===== config.mk =====
export PLATFORM = sky130hd
export DESIGN_NAME = req_index_encoder_flat
export DESIGN_NICKNAME = d
export VERILOG_FILES = /design/src/rtl/req_index_encoder_if.sv /design/src/rtl/req_index_encoder.sv /design/src/flat_wrapper.sv
export SDC_FILE = /design/constraint.sdc
export NUM_CORES = 1
export LEC_CHECK = 0
export CORE_ASPECT_RATIO = 2
export CORE_MARGIN = 2
export CORE_UTILIZATION = 42
export CTS_CLUSTER_DIAMETER = 30
export DETAILED_ROUTE_END_ITERATION = 8
export PLACE_DENSITY = 0.64
export REMOVE_ABC_BUFFERS = 1
export SYNTH_ARGS = -nofsm -noshare
export SYNTH_HDL_FRONTEND = slang
export SYNTH_SLANG_ARGS = --single-unit

===== constraint.sdc =====
create_clock -name clk -period 4.7 [get_ports clk]
set_clock_uncertainty 0.2 [all_clocks]
set_input_delay 1.175 -clock clk [delete_from_list [all_inputs] [get_ports clk]]
set_output_delay 1.175 -clock clk [all_outputs]
set_load 0.05 [all_outputs]

===== src/rtl/req_index_encoder_if.sv =====
// Handshake bundle between a request producer, the index encoder and the index consumer.
// The slave modport is the encoder's view; master is the surrounding producer/consumer side.
interface req_index_encoder_if #(
   parameter int WIDTH = 8
);
   localparam int IDX_W = $clog2(WIDTH);

   logic [WIDTH-1:0] req_in;
   logic             req_valid;
   logic             rr_mode;
   logic             in_ready;
   logic [IDX_W-1:0] out_idx;
   logic             out_valid;
   logic             out_ready;
   logic             out_last;
   logic             out_multi;

   modport master (
      output req_in, req_valid, rr_mode, out_ready,
      input  in_ready, out_idx, out_valid, out_last, out_multi
   );

   modport slave (
      input  req_in, req_valid, rr_mode, out_ready,
      output in_ready, out_idx, out_valid, out_last, out_multi
   );
endinterface


===== src/rtl/req_index_encoder.sv =====
// Captures a request vector and emits the index of every set bit, one per handshake,
// in fixed LSB-first or round-robin order.
module req_index_encoder #(
   parameter int WIDTH = 8
) (
   input logic              clk,
   input logic              rst,
   req_index_encoder_if.slave bus
);
   localparam int IDX_W = $clog2(WIDTH);
   localparam int CNT_W = $clog2(WIDTH + 1);

   typedef enum logic [0:0] {
      IDLE  = 1'b0,
      DRAIN = 1'b1
   } state_t;

   state_t           state_r;
   state_t           state_next_s;
   logic [WIDTH-1:0] pending_r;
   logic [IDX_W-1:0] ptr_r;
   logic             mode_r;
   logic             multi_r;

   logic [IDX_W-1:0] low_s;
   logic [IDX_W-1:0] high_s;
   logic             high_hit_s;
   logic [IDX_W-1:0] sel_s;
   logic             single_s;
   logic             fire_s;

   function automatic logic [CNT_W-1:0] popcount(input logic [WIDTH-1:0] vec);
      logic [CNT_W-1:0] cnt;
      cnt = '0;
      for (int i = 0; i < WIDTH; i++) begin
         cnt = cnt + CNT_W'(vec[i]);
      end
      return cnt;
   endfunction

   // Index search: lowest set bit overall, and lowest set bit strictly above ptr for round-robin.
   always_comb begin
      low_s      = '0;
      high_s     = '0;
      high_hit_s = 1'b0;
      for (int i = WIDTH - 1; i >= 0; i--) begin
         low_s      = pending_r[i] ? IDX_W'(i) : low_s;
         high_s     = (pending_r[i] && (i > int'(ptr_r))) ? IDX_W'(i) : high_s;
         high_hit_s = high_hit_s | (pending_r[i] && (i > int'(ptr_r)));
      end
      // Nothing above ptr means the search wraps to index 0, i.e. the lowest set bit.
      sel_s = (mode_r && high_hit_s) ? high_s : low_s;
   end

   assign single_s = (popcount(pending_r) == CNT_W'(1));
   assign fire_s   = (state_r == DRAIN) && bus.out_ready;

   // State register.
   always_ff @(posedge clk or posedge rst) begin
      if (rst) begin
         state_r <= IDLE;
      end else begin
         state_r <= state_next_s;
      end
   end

   // Next-state logic.
   always_comb begin
      state_next_s = state_r;
      case (state_r)
         IDLE: begin
            if (bus.req_valid && (bus.req_in != {WIDTH{1'b0}})) begin
               state_next_s = DRAIN;
            end else begin
               state_next_s = IDLE;
            end
         end
         DRAIN: begin
            if (fire_s && single_s) begin
               state_next_s = IDLE;
            end else begin
               state_next_s = DRAIN;
            end
         end
         default: state_next_s = IDLE;
      endcase
   end

   // Output decode; out_idx is forced to zero outside DRAIN.
   always_comb begin
      bus.in_ready  = 1'b0;
      bus.out_valid = 1'b0;
      bus.out_idx   = '0;
      bus.out_last  = 1'b0;
      case (state_r)
         IDLE: begin
            bus.in_ready = 1'b1;
         end
         DRAIN: begin
            bus.out_valid = 1'b1;
            bus.out_idx   = sel_s;
            bus.out_last  = single_s;
         end
         default: begin
            bus.in_ready = 1'b1;
         end
      endcase
   end

   assign bus.out_multi = multi_r;

   // Capture and drain datapath; ptr survives across vectors so round-robin stays fair.
   always_ff @(posedge clk or posedge rst) begin
      if (rst) begin
         pending_r <= '0;
         ptr_r     <= IDX_W'(WIDTH - 1);
         mode_r    <= 1'b0;
         multi_r   <= 1'b0;
      end else begin
         case (state_r)
            IDLE: begin
               if (bus.req_valid) begin
                  pending_r <= bus.req_in;
                  mode_r    <= bus.rr_mode;
                  multi_r   <= (popcount(bus.req_in) >= CNT_W'(2));
               end
            end
            DRAIN: begin
               if (fire_s) begin
                  pending_r <= pending_r & ~({{(WIDTH - 1){1'b0}}, 1'b1} << sel_s);
                  ptr_r     <= sel_s;
                  if (single_s) begin
                     multi_r <= 1'b0;
                  end
               end
            end
            default: begin
               pending_r <= '0;
            end
         endcase
      end
   end
endmodule


===== src/flat_wrapper.sv =====
// flat-port wrapper written by rule: the top's interface ports become plain ports
module req_index_encoder_flat 
#(
   parameter int WIDTH = 8
)
  (clk, rst, bus_req_in, bus_req_valid, bus_rr_mode, bus_out_ready, bus_in_ready, bus_out_idx, bus_out_valid, bus_out_last, bus_out_multi);
  req_index_encoder_if #(.WIDTH(WIDTH)) bus_i ();
  input logic clk;
  input logic rst;
  input wire logic [$bits(bus_i.req_in)-1:0] bus_req_in;
  input wire logic [$bits(bus_i.req_valid)-1:0] bus_req_valid;
  input wire logic [$bits(bus_i.rr_mode)-1:0] bus_rr_mode;
  input wire logic [$bits(bus_i.out_ready)-1:0] bus_out_ready;
  output wire logic [$bits(bus_i.in_ready)-1:0] bus_in_ready;
  output wire logic [$bits(bus_i.out_idx)-1:0] bus_out_idx;
  output wire logic [$bits(bus_i.out_valid)-1:0] bus_out_valid;
  output wire logic [$bits(bus_i.out_last)-1:0] bus_out_last;
  output wire logic [$bits(bus_i.out_multi)-1:0] bus_out_multi;
  assign bus_i.req_in = bus_req_in;
  assign bus_i.req_valid = bus_req_valid;
  assign bus_i.rr_mode = bus_rr_mode;
  assign bus_i.out_ready = bus_out_ready;
  assign bus_in_ready = bus_i.in_ready;
  assign bus_out_idx = bus_i.out_idx;
  assign bus_out_valid = bus_i.out_valid;
  assign bus_out_last = bus_i.out_last;
  assign bus_out_multi = bus_i.out_multi;
  req_index_encoder #(.WIDTH(WIDTH)) u_core (.clk(clk), .rst(rst), .bus(bus_i));
endmodule

# == Word level (Yosys, flattened, before mapping) ==
# Index checks and enable logic that the tools add are counted.
# Widths: inputs -> output; s select.
# word_totals
elab_cells,87
input_bits,13
ff_bits,14
out_inout_bits,7
# op_classes
add_sub_neg,14
shifts,1
n_lt_le_gt_ge,8
reduce_logical,16
n_eq_ne,4
bitwise_logic,9
mux,30
# op_table
op,n
$mux 3,17
$add 4x1->4,12
$mux 8,2
$pmux 8 s2,1
$gt 3x3->1 const A,4
$logic_and 1x1->1,11
$and 8x8->8,1
$mux 1,8
$not 8->8,1
$reduce_bool 8->1,1
$shl 1x3->8 const A,1
$gt 2x3->1 const A,2
$ne 2x2->1 const B,3
$or 1x1->1,6
$reduce_and 2->1,3
$add 1x1->2,2
$eq 4x1->1 const B,1
$ge 4x2->1 const B,1
$pmux 1 s2,2
$gt 1x3->1 const A,1
$reduce_and 3->1,1
$not 1->1,1

# == Longest topological paths before layout ==
# Gate-level depths: netlist of run 1.
# depth
word_depth,15
ltp_mapped,15

# == Worst setup path after synthesis of run 1 ==
# Ideal clock, no wire load.
# synth_path
path_type,register -> output
from,register u_core.pending_r[1]
to,output port bus_out_last
required_time_ps,3325
path_stages_with_launch,12
path_slack_ps,-386
t_arrival_ps,3711
path_cell_list,dfrtp_1 > ha_1 > inv_1 > fa_1 > fa_1 > inv_1 > fa_1 > inv_1 > fa_1 > a211oi_1 > mux2i_1 > nor3_1
# synth_via
elab_chain_cells,9
# synth_rtl
element,line_no,source
start: declaration,req_index_encoder.sv:20,logic [WIDTH-1:0] pending_r;
start signal: assignment,req_index_encoder.sv:123,pending_r <= bus.req_in;
start signal: assignment,req_index_encoder.sv:130,"pending_r <= pending_r & ~({{(WIDTH - 1){1'b0}}, 1'b1} << sel_s);"
$add 1x1->2,req_index_encoder.sv:36,cnt = cnt + CNT_W'(vec[i]);
$add 4x1->4 (6 in a row),req_index_encoder.sv:36,
$eq 4x1->1,req_index_encoder.sv:55,assign single_s = (popcount(pending_r) == CNT_W'(1));
$mux 1,req_index_encoder.sv:95,case (state_r)
end: declaration,flat_wrapper.sv:17,output wire logic [$bits(bus_i.out_last)-1:0] bus_out_last;
# No other way between the ends.

# == Worst setup path after layout of run 1 ==
# layout_path
from,register u_core.pending_r[0]
to,output port bus_out_last
# The elaborated chain is that of the path after synthesis.

==> flow_summary.toml, run 1 <==
[global_routing]
grt_remaining_overflow = 0
grt_first_pass_wirelength_um = 5796
grt_use_total_pct = 21.22
grt_start_max_net_pins = 18
grt_antenna_before_repair = 0
grt_pass1_vias = 1265

[setup_path]
slowest_stage = "fa_1"
start_kind = "flop"
worst-setup-path-type = "flop to output port"
cpPeakStageDelay_ns = 0.49
crit_top_cell = "inv_2"
end_kind = "output port"
cp.arrival_ns = 3.33
cp_max_fo = 2
path_delay_family = "adder cells"
crit_chain = "ha_1 > inv_2 > fa_1 > fa_1 > inv_2 > fa_2 > inv_2 > fa_2 > a211oi_2 > mux2i_1 > nor3_2 > clkbuf_16"
required_ns = 3.32
worst-path-buf-inv = 4

[place]
placed_area_um2 = 1579
dp_hpwl_um = 2905
gp_congestion = 0.8643
portBuffers = 19

[sta]
timing.hold.ws_ns = 0.3024
post-route-period-util_pct = 100.2
setup_viol = 1
slew_headroom_pct = 62.90
fmax_mhz = 212.4
drv_slew = 0
hold_viol = 0
grt_setup_unrepaired = "true"
worstMarginPinSlew_ns = 0.5559
setup_slack_ns = -0.008159
period_needed_ns = 4.708

[yosys]
synth_common_cells = "inv_1, nor2_1, dfrtp_1"
synth.cell_area_um2 = 1356
synth_top_cell_by_area = "dfrtp_1"
syn_inst = 156
synth_area_leaders = "dfrtp_1, fa_1, inv_1"
syn-mean-instance-area_um2 = 8.694
synthDominantCellAreaShare_pct = 20.30
yosysMostFrequentCell = "inv_1"
seq_area_frac_synth_pct = 26.11
synth-edff-count = 0
ys.flop_type = "dfrtp_1"
async_flop_share_pct = 100.0
yosys_register_bits = 14
ys.warnings.count = 0
ys_types = 50

[floorplan]
dieHeight_um = 84.37
start_util_pct = 43.46
die_w_um = 44.18
fp-row-count = 29
num_io_pins = 20
die-area_um2 = 3727
coreArea_um2 = 3120

[clocking]
cts_tree = "built"
postCtsHoldBufs = 0
cts_buffer_depth = 2
worst_skew_pair.late_latency_ns = 0.25
clockRootBuffer = "clkbuf_8"
cts_htree_levels = 1
cts_buffers = 3
clock_sinks = 14
worst_setup_hold_path_clk_slew_ns = 0.06

[routing]
ant_nets = 0
vias = 1203
drt_iter0_markers = 24
routed_wl_um = 3532
vias_per_cell = 5.784
drtPass1Iterations = 4
drc_errors = 0
wl_per_cell_um = 16.98

[layout]
n_antenna_cell = 0
drive_gt1_share_pct = 17.51
n_fill_cell = 302
nets = 206
area_delta_synth_final_pct = 22.51
fin_area_um2 = 1662

[outcome]
violations = "negative setup slack"
outcome = "finished, violations left"

[min_path]
hold_path_class = "flop to flop"

[run]
drv_cap = 0
metrics by stage:
stage               setup TNS [ns]  setup WS (ns)  std cells  util, %
floorplan                  -0.3860        -0.3860        151        -
global placement                 0         0.1847        203    50.60
detailed placement               0        0.07867        203    50.60
CTS                              0       0.007522        208    52.77
global route              -0.09982       -0.09982        208    53.25
finish                   -0.008159      -0.008159        208    53.25
timing repair:
item	CTS	global route
pin swaps	1	1
buffers inserted	1	0
endpoints found under the setup margin	1	1
resized for setup	1	7
cells in the final DEF, fill, tap and decap left out, drive strengths merged, types with 2 or more instances in the layout:
cell	synthesis	layout
a31oi	9	9
buf	4	3
a221oi	2	2
a211oi	2	2
inv	26	26
clkdlybuf4s50	0	18
clkbuf	1	5
nor3	5	5
nor2	17	17
o21ai	7	7
nand2	10	10
dfrtp	11	11
a21oi	9	9
fa	8	8
mux2	2	2
ha	7	7
nor2b	2	2
dfstp	3	3
nand2b	5	5
a21boi	2	2
nand3b	2	2
a21o	3	3
mux2i	4	4
metal layers:
metal  track usage, %  vias to the layer above  routed length (um)
li1                 -                      580                   -
met1            22.34                      589                1228
met2            41.04                       27                2146
met3                0                        7                  66
met4            9.091                        0                  91
met5                0                        -                   0
tightest hold or removal path, delay by kind of cell (launching register included):
kind | cells | cell delay, ns
AND/OR/NAND/NOR | 1 | 0.06
AO/OA/AOI/OAI | 1 | 0.08
flip-flops | 1 | 0.33
path summary, 6_finish.rpt:
path,startpoint,endpoint,slack [ns],depth (start not counted)
max reg2reg,u_core.pending_r[0],u_core.bus.out_multi,1.14,14
max,u_core.pending_r[0],bus_out_last,-0.008,12
min reg2reg,u_core.bus.out_multi,u_core.bus.out_multi,0.30,2
max in group asynchronous,rst,u_core.ptr_r[0],2.86,2
min in group asynchronous,rst,u_core.bus.out_multi,1.07,2
min,u_core.bus.out_multi,u_core.bus.out_multi,0.30,2
logic make-up after synthesis:
kind of cell / count (synthesis) / synth area share, %
AOI/OAI and AO/OA: 45 / 24.63
and+or+nand+nor: 45 / 16.61
buffers and inverters: 31 / 9.501
adders and majority gates: 15 / 18.27
DFF: 14 / 26.11
muxes: 6 / 4.889
state kept, by name, summed over array words and instances (netlist names):
signal and count:
u_core.mode_r 1, u_core.pending_r 8, u_core.state_r 1, u_core.bus.out_multi 1
u_core.ptr_r 3
cell type report:
cell class | instances | area, um2 | area share (%)
Tap cell | 31 | 38.79 | 2.334
Clock buffer | 4 | 55.05 | 3.313
Sequential cell | 14 | 354.1 | 21.31
Multi-Input combinational cell | 111 | 888.4 | 53.46
Timing Repair Buffer | 22 | 227.7 | 13.70
Inverter | 26 | 97.59 | 5.874
Power of run 1 is not shown: default switching activity piles up to over one toggle a cycle in this logic, so the estimate is an artifact.
==> inputs of run 2 (changes only) <==
==> constraint.sdc (replaced) <==
create_clock -name clk -period 5.35 [get_ports clk]
set_clock_uncertainty 0.2 [all_clocks]
set_input_delay 1.3375 -clock clk [delete_from_list [all_inputs] [get_ports clk]]
set_output_delay 1.3375 -clock clk [all_outputs]
set_load 0.05 [all_outputs]
==> run 2 against run 1 <==
Compared with the run above: the run now ends clean; core utilization is 1.1 points lower; routed wire length shrank 3.7%; worst setup slack improved by 0.27 ns; design area shrank 2.1%; largest cell class unchanged; critical path depth did not move.
==> flow_summary.toml, run 2 (synthesis gave the netlist of run 1 again) <==
[setup_path]
worst-setup-path-type = "flop to output port"
crit_top_cell = "fa_1"
slowest_stage = "fa_1"
cp_max_fo = 9
startpoint = "u_core.pending_r[1]"
rrSetupSlack_ns = 1.63
required_ns = 3.81
crit_chain = "ha_1 > inv_1 > fa_1 > fa_1 > inv_1 > fa_1 > inv_1 > fa_1 > a211oi_1 > mux2i_1 > nor3_1 > buf_12"
r2r-end = "u_core.bus.out_multi"
cpPeakStageDelay_ns = 0.49
end_kind = "output port"
crit_end = "bus_out_last"
r2r-start = "u_core.pending_r[1]"
start_kind = "flop"
cp.arrival_ns = 3.55
reg2regPathDepth = 14

[sta]
drv_slew = 0
timing.hold.ws_ns = 0.3139
fin_tns_setup_ns = 0
fmax_mhz = 196.6
post-route-period-util_pct = 95.08
period_needed_ns = 5.087
worstMarginPinSlew_ns = 0.5273
hold_viol = 0
setup_viol = 0
grt_setup_unrepaired = "false"
slew_headroom_pct = 64.81

[routing]
drt_iter0_markers = 32
ant_nets = 0
vias = 1226
vias_per_cell = 5.951
routed_wl_um = 3402
drc_errors = 0
drtPass1Iterations = 4
wl_per_cell_um = 16.51

[floorplan]
fp-row-count = 29
num_io_pins = 20
start_util_pct = 43.46
die-area_um2 = 3727
dieHeight_um = 84.37
die_w_um = 44.18
coreArea_um2 = 3120

[global_routing]
grt_pass1_vias = 1324
grt_start_max_net_pins = 17
grt_use_total_pct = 20.91
grt_first_pass_wirelength_um = 5954
grt_antenna_before_repair = 0
grt_remaining_overflow = 0

[clocking]
cts_buffers = 3
post_cts_buffers = 0
cts_resized = 0
clock_sinks = 14
cts_buffer_depth = 2
worst_skew_pair.late_latency_ns = 0.24
clockRootBuffer = "clkbuf_8"
cts_tree = "built"
worst_setup_hold_path_clk_slew_ns = 0.06
postCtsHoldBufs = 0
cts_htree_levels = 1

[outcome]
outcome = "finished clean"

[place]
gp_congestion = 0.8521
placed_area_um2 = 1572
dp_hpwl_um = 2878
portBuffers = 19

[layout]
drive_gt1_share_pct = 12.57
largest_register_ffs = 8
mostFrequentLayoutCells = "inv_1, clkdlybuf4s50_1, nor2_1"
top_regs = "u_core.pending_r (8), u_core.ptr_r (3)"
fin_area_um2 = 1627
largest-register = "u_core.pending_r"
final_common_cell = "inv_1"
area_delta_synth_final_pct = 19.93
n_antenna_cell = 0
nets = 204
n_fill_cell = 298

[run]
drv_cap = 0

[min_path]
hold_path_class = "flop to flop"
run 2: per-stage QoR:
step	util (%)	setup WS, ns	cells
after floorplan	-	0.1015	151
after global placement	50.36	0.6202	202
after detailed placement	50.36	0.5240	202
after CTS	52.13	0.2690	206
after global routing	52.13	0.04809	206
final	52.13	0.2633	206
run 2: layout make-up:
| type | instances | area, um2 | share of cell area (%) |
|---|---|---|---|
| inverters | 26 | 97.59 | 6.000 |
| multi-input cells | 111 | 873.3 | 53.69 |
| flip-flops and latches | 14 | 354.1 | 21.77 |
| clock buffers | 4 | 55.05 | 3.385 |
| well taps | 31 | 38.79 | 2.385 |
| repair buffers | 20 | 207.7 | 12.77 |
run 2: critical path, delay by kind of cell, from the launching register on:
kind / cells / cell delay, ns
fa+ha+maj: 5 / 1.79
flops: 1 / 0.47
buf+inv: 4 / 0.38
simple gates: 1 / 0.33
compound gates: 1 / 0.21
mux: 1 / 0.12
run 2: worst min path at each step:
stage / startpoint / to / slack, ns / cells after the start
3_3_place_gp: u_core.bus.out_multi / u_core.bus.out_multi / 0.29 / 2
4_1_cts: u_core.bus.out_multi / u_core.bus.out_multi / 0.31 / 2
5_1_grt: u_core.bus.out_multi / u_core.bus.out_multi / 0.37 / 2
3_5_place_dp: u_core.bus.out_multi / u_core.bus.out_multi / 0.30 / 2
6_report: u_core.bus.out_multi / u_core.bus.out_multi / 0.31 / 2
2_1_floorplan: u_core.ptr_r[1] / u_core.ptr_r[1] / 0.32 / 2
run 2: per-layer routing:
metal / part of all wire [%] / track usage, %
met1: 34 / 20.91
met2: 59 / 38.77
met3: 2.4 / 2.581
met4: 4.7 / 11.29
met5: 0 / 0
Power of run 2 is left out for the same reason.
==> inputs of run 3 (changes only) <==
--- a/config.mk
+++ b/config.mk
@@ -5,13 +5,13 @@
 export SDC_FILE = /design/constraint.sdc
 export NUM_CORES = 1
 export LEC_CHECK = 0
-export CORE_ASPECT_RATIO = 2
 export CORE_MARGIN = 2
-export CORE_UTILIZATION = 42
+export CORE_UTILIZATION = 53
 export CTS_CLUSTER_DIAMETER = 30
 export DETAILED_ROUTE_END_ITERATION = 8
-export PLACE_DENSITY = 0.64
+export PLACE_DENSITY = 0.78
 export REMOVE_ABC_BUFFERS = 1
+export SETUP_SLACK_MARGIN = 0.05
 export SYNTH_ARGS = -nofsm -noshare
 export SYNTH_HDL_FRONTEND = slang
 export SYNTH_SLANG_ARGS = --single-unit
==> run 3 against run 2 <==
Compared with the run above: design area fell by 2.5%; core utilization increased by 13 points; non-clock buffer count down 1; sequential cell count did not move; final cell count is 0.97% lower; global-route usage is 3.5 points higher; sequential share of layout area up 0.55 points; routed wire length is 11% lower; critical path depth did not move.
==> flow_summary.toml, run 3 (synthesis gave the netlist of run 1 again) <==
[setup_path]
worst-path-buf-inv = 4
rrSetupSlack_ns = 1.74
r2r-end = "u_core.bus.out_multi"
crit_top_cell = "fa_1"
start_kind = "flop"
end_kind = "output port"
crit_chain = "ha_1 > inv_1 > fa_1 > fa_1 > inv_1 > fa_1 > inv_1 > fa_1 > a211oi_1 > mux2i_1 > nor3_1 > buf_4"
cp.arrival_ns = 3.49
cpPeakStageDelay_ns = 0.50
path_delay_family = "adder cells"
slowest_stage = "fa_1"
startpoint = "u_core.pending_r[1]"
crit_cells = 12
reg2regPathDepth = 14
r2r-start = "u_core.pending_r[1]"
required_ns = 3.81
worst-setup-path-type = "flop to output port"
cp_max_fo = 9

[layout]
largest-register = "u_core.pending_r"
largest_register_ffs = 8
regArea_um2 = 354.1
n_antenna_cell = 0
mostFrequentLayoutCells = "inv_1, clkdlybuf4s50_1, nor2_1"
drive_gt1_share_pct = 12.07
nets = 203
final_common_cell = "inv_1"
n_fill_cell = 214
final_cells = 204
top_regs = "u_core.pending_r (8), u_core.ptr_r (3)"
area_delta_synth_final_pct = 16.97
multi_input_area_um2 = 873.3

[sta]
grt_setup_unrepaired = "false"
drv_slew = 0
setup_slack_ns = 0.3272
timing.hold.ws_ns = 0.3302
fin_tns_setup_ns = 0
setup_viol = 0
post-route-period-util_pct = 93.88
slew_headroom_pct = 24.29
period_needed_ns = 5.023
fmax_mhz = 199.1
hold_viol = 0
worstMarginPinSlew_ns = 1.133

[floorplan]
die_w_um = 54.59
die-area_um2 = 2980
dieHeight_um = 54.59
num_io_pins = 20
fp-row-count = 18
coreArea_um2 = 2455
start_util_pct = 55.25

[outcome]
outcome = "finished clean"

[global_routing]
grt_pass1_vias = 1194
grt_use_total_pct = 24.39
grt_start_max_net_pins = 18
grt_remaining_overflow = 0
grt_antenna_before_repair = 0
grt_first_pass_wirelength_um = 5271

[clocking]
cts_tree = "built"
clockRootBuffer = "clkbuf_4"
cts_resized = 0
worst_setup_hold_path_clk_slew_ns = 0.09
postCtsHoldBufs = 0
post_cts_buffers = 0
cts_htree_levels = 1
worst_skew_pair.late_latency_ns = 0.29
cts_buffers = 3
cts_buffer_depth = 2
clock_sinks = 14

[place]
pre_cts_ws_ns = 0.6408
portBuffers = 19
dp_hpwl_um = 2517
dp.cells = 200
gp_congestion = 0.8268

[min_path]
hp-start = "u_core.bus.out_multi"
hold-path-endpoint = "u_core.bus.out_multi"
hold_path_depth = 2
hold_path_class = "flop to flop"

[routing]
drt_iter0_markers = 45
routed_wl_um = 3029
vias_per_cell = 5.814
drtPass1Iterations = 5
vias = 1186
ant_nets = 0
drc_errors = 0
wl_per_cell_um = 14.85

[run]
drv_cap = 0
==> run 3: worst max-delay path by stage <==
stage / slack, ns / to
floorplan: 0.10 / bus_out_last
global placement: 0.71 / bus_out_last
detailed placement: 0.64 / bus_out_last
CTS: 0.30 / bus_out_last
global route: 0.06 / bus_out_last
finish: 0.33 / bus_out_last
==> run 3: routing by layer <==
metal  part of all wire, %  global-route usage (%)  up-vias  routed length [um]
met1                    42                   32.29      563                1278
met4                  0.83                   3.750        0                  25
met3                   4.4                   1.913        2                 134
li1                      -                       -      577                   -
met2                    53                   43.85       44                1591
met5                     0                       0        -                   0
==> run 3: worst min-delay path: stages, from the launching register on <==
cell,delay (ns)
dfrtp_1,0.35
o21ai_0,0.08
nand2_1,0.07
==> run 3: layout make-up <==
type                            count  share of cell area (%)
Inverter                           26                   6.151
Sequential cell                    14                   22.32
Multi-Input combinational cell    111                   55.05
Clock buffer                        4                   2.287
Tap cell                           30                   2.366
Timing Repair Buffer               19                   11.83
==> run 3: per-stage QoR <==
| step | util [%] | instance area (um2) |
|---|---|---|
| floorplan | - | 1325 |
| global placement | 63.15 | 1550 |
| detailed placement | 63.15 | 1550 |
| CTS | 64.63 | 1587 |
| global route | 64.63 | 1587 |
| finish | 64.63 | 1587 |
Power of run 3 is left out for the same reason.
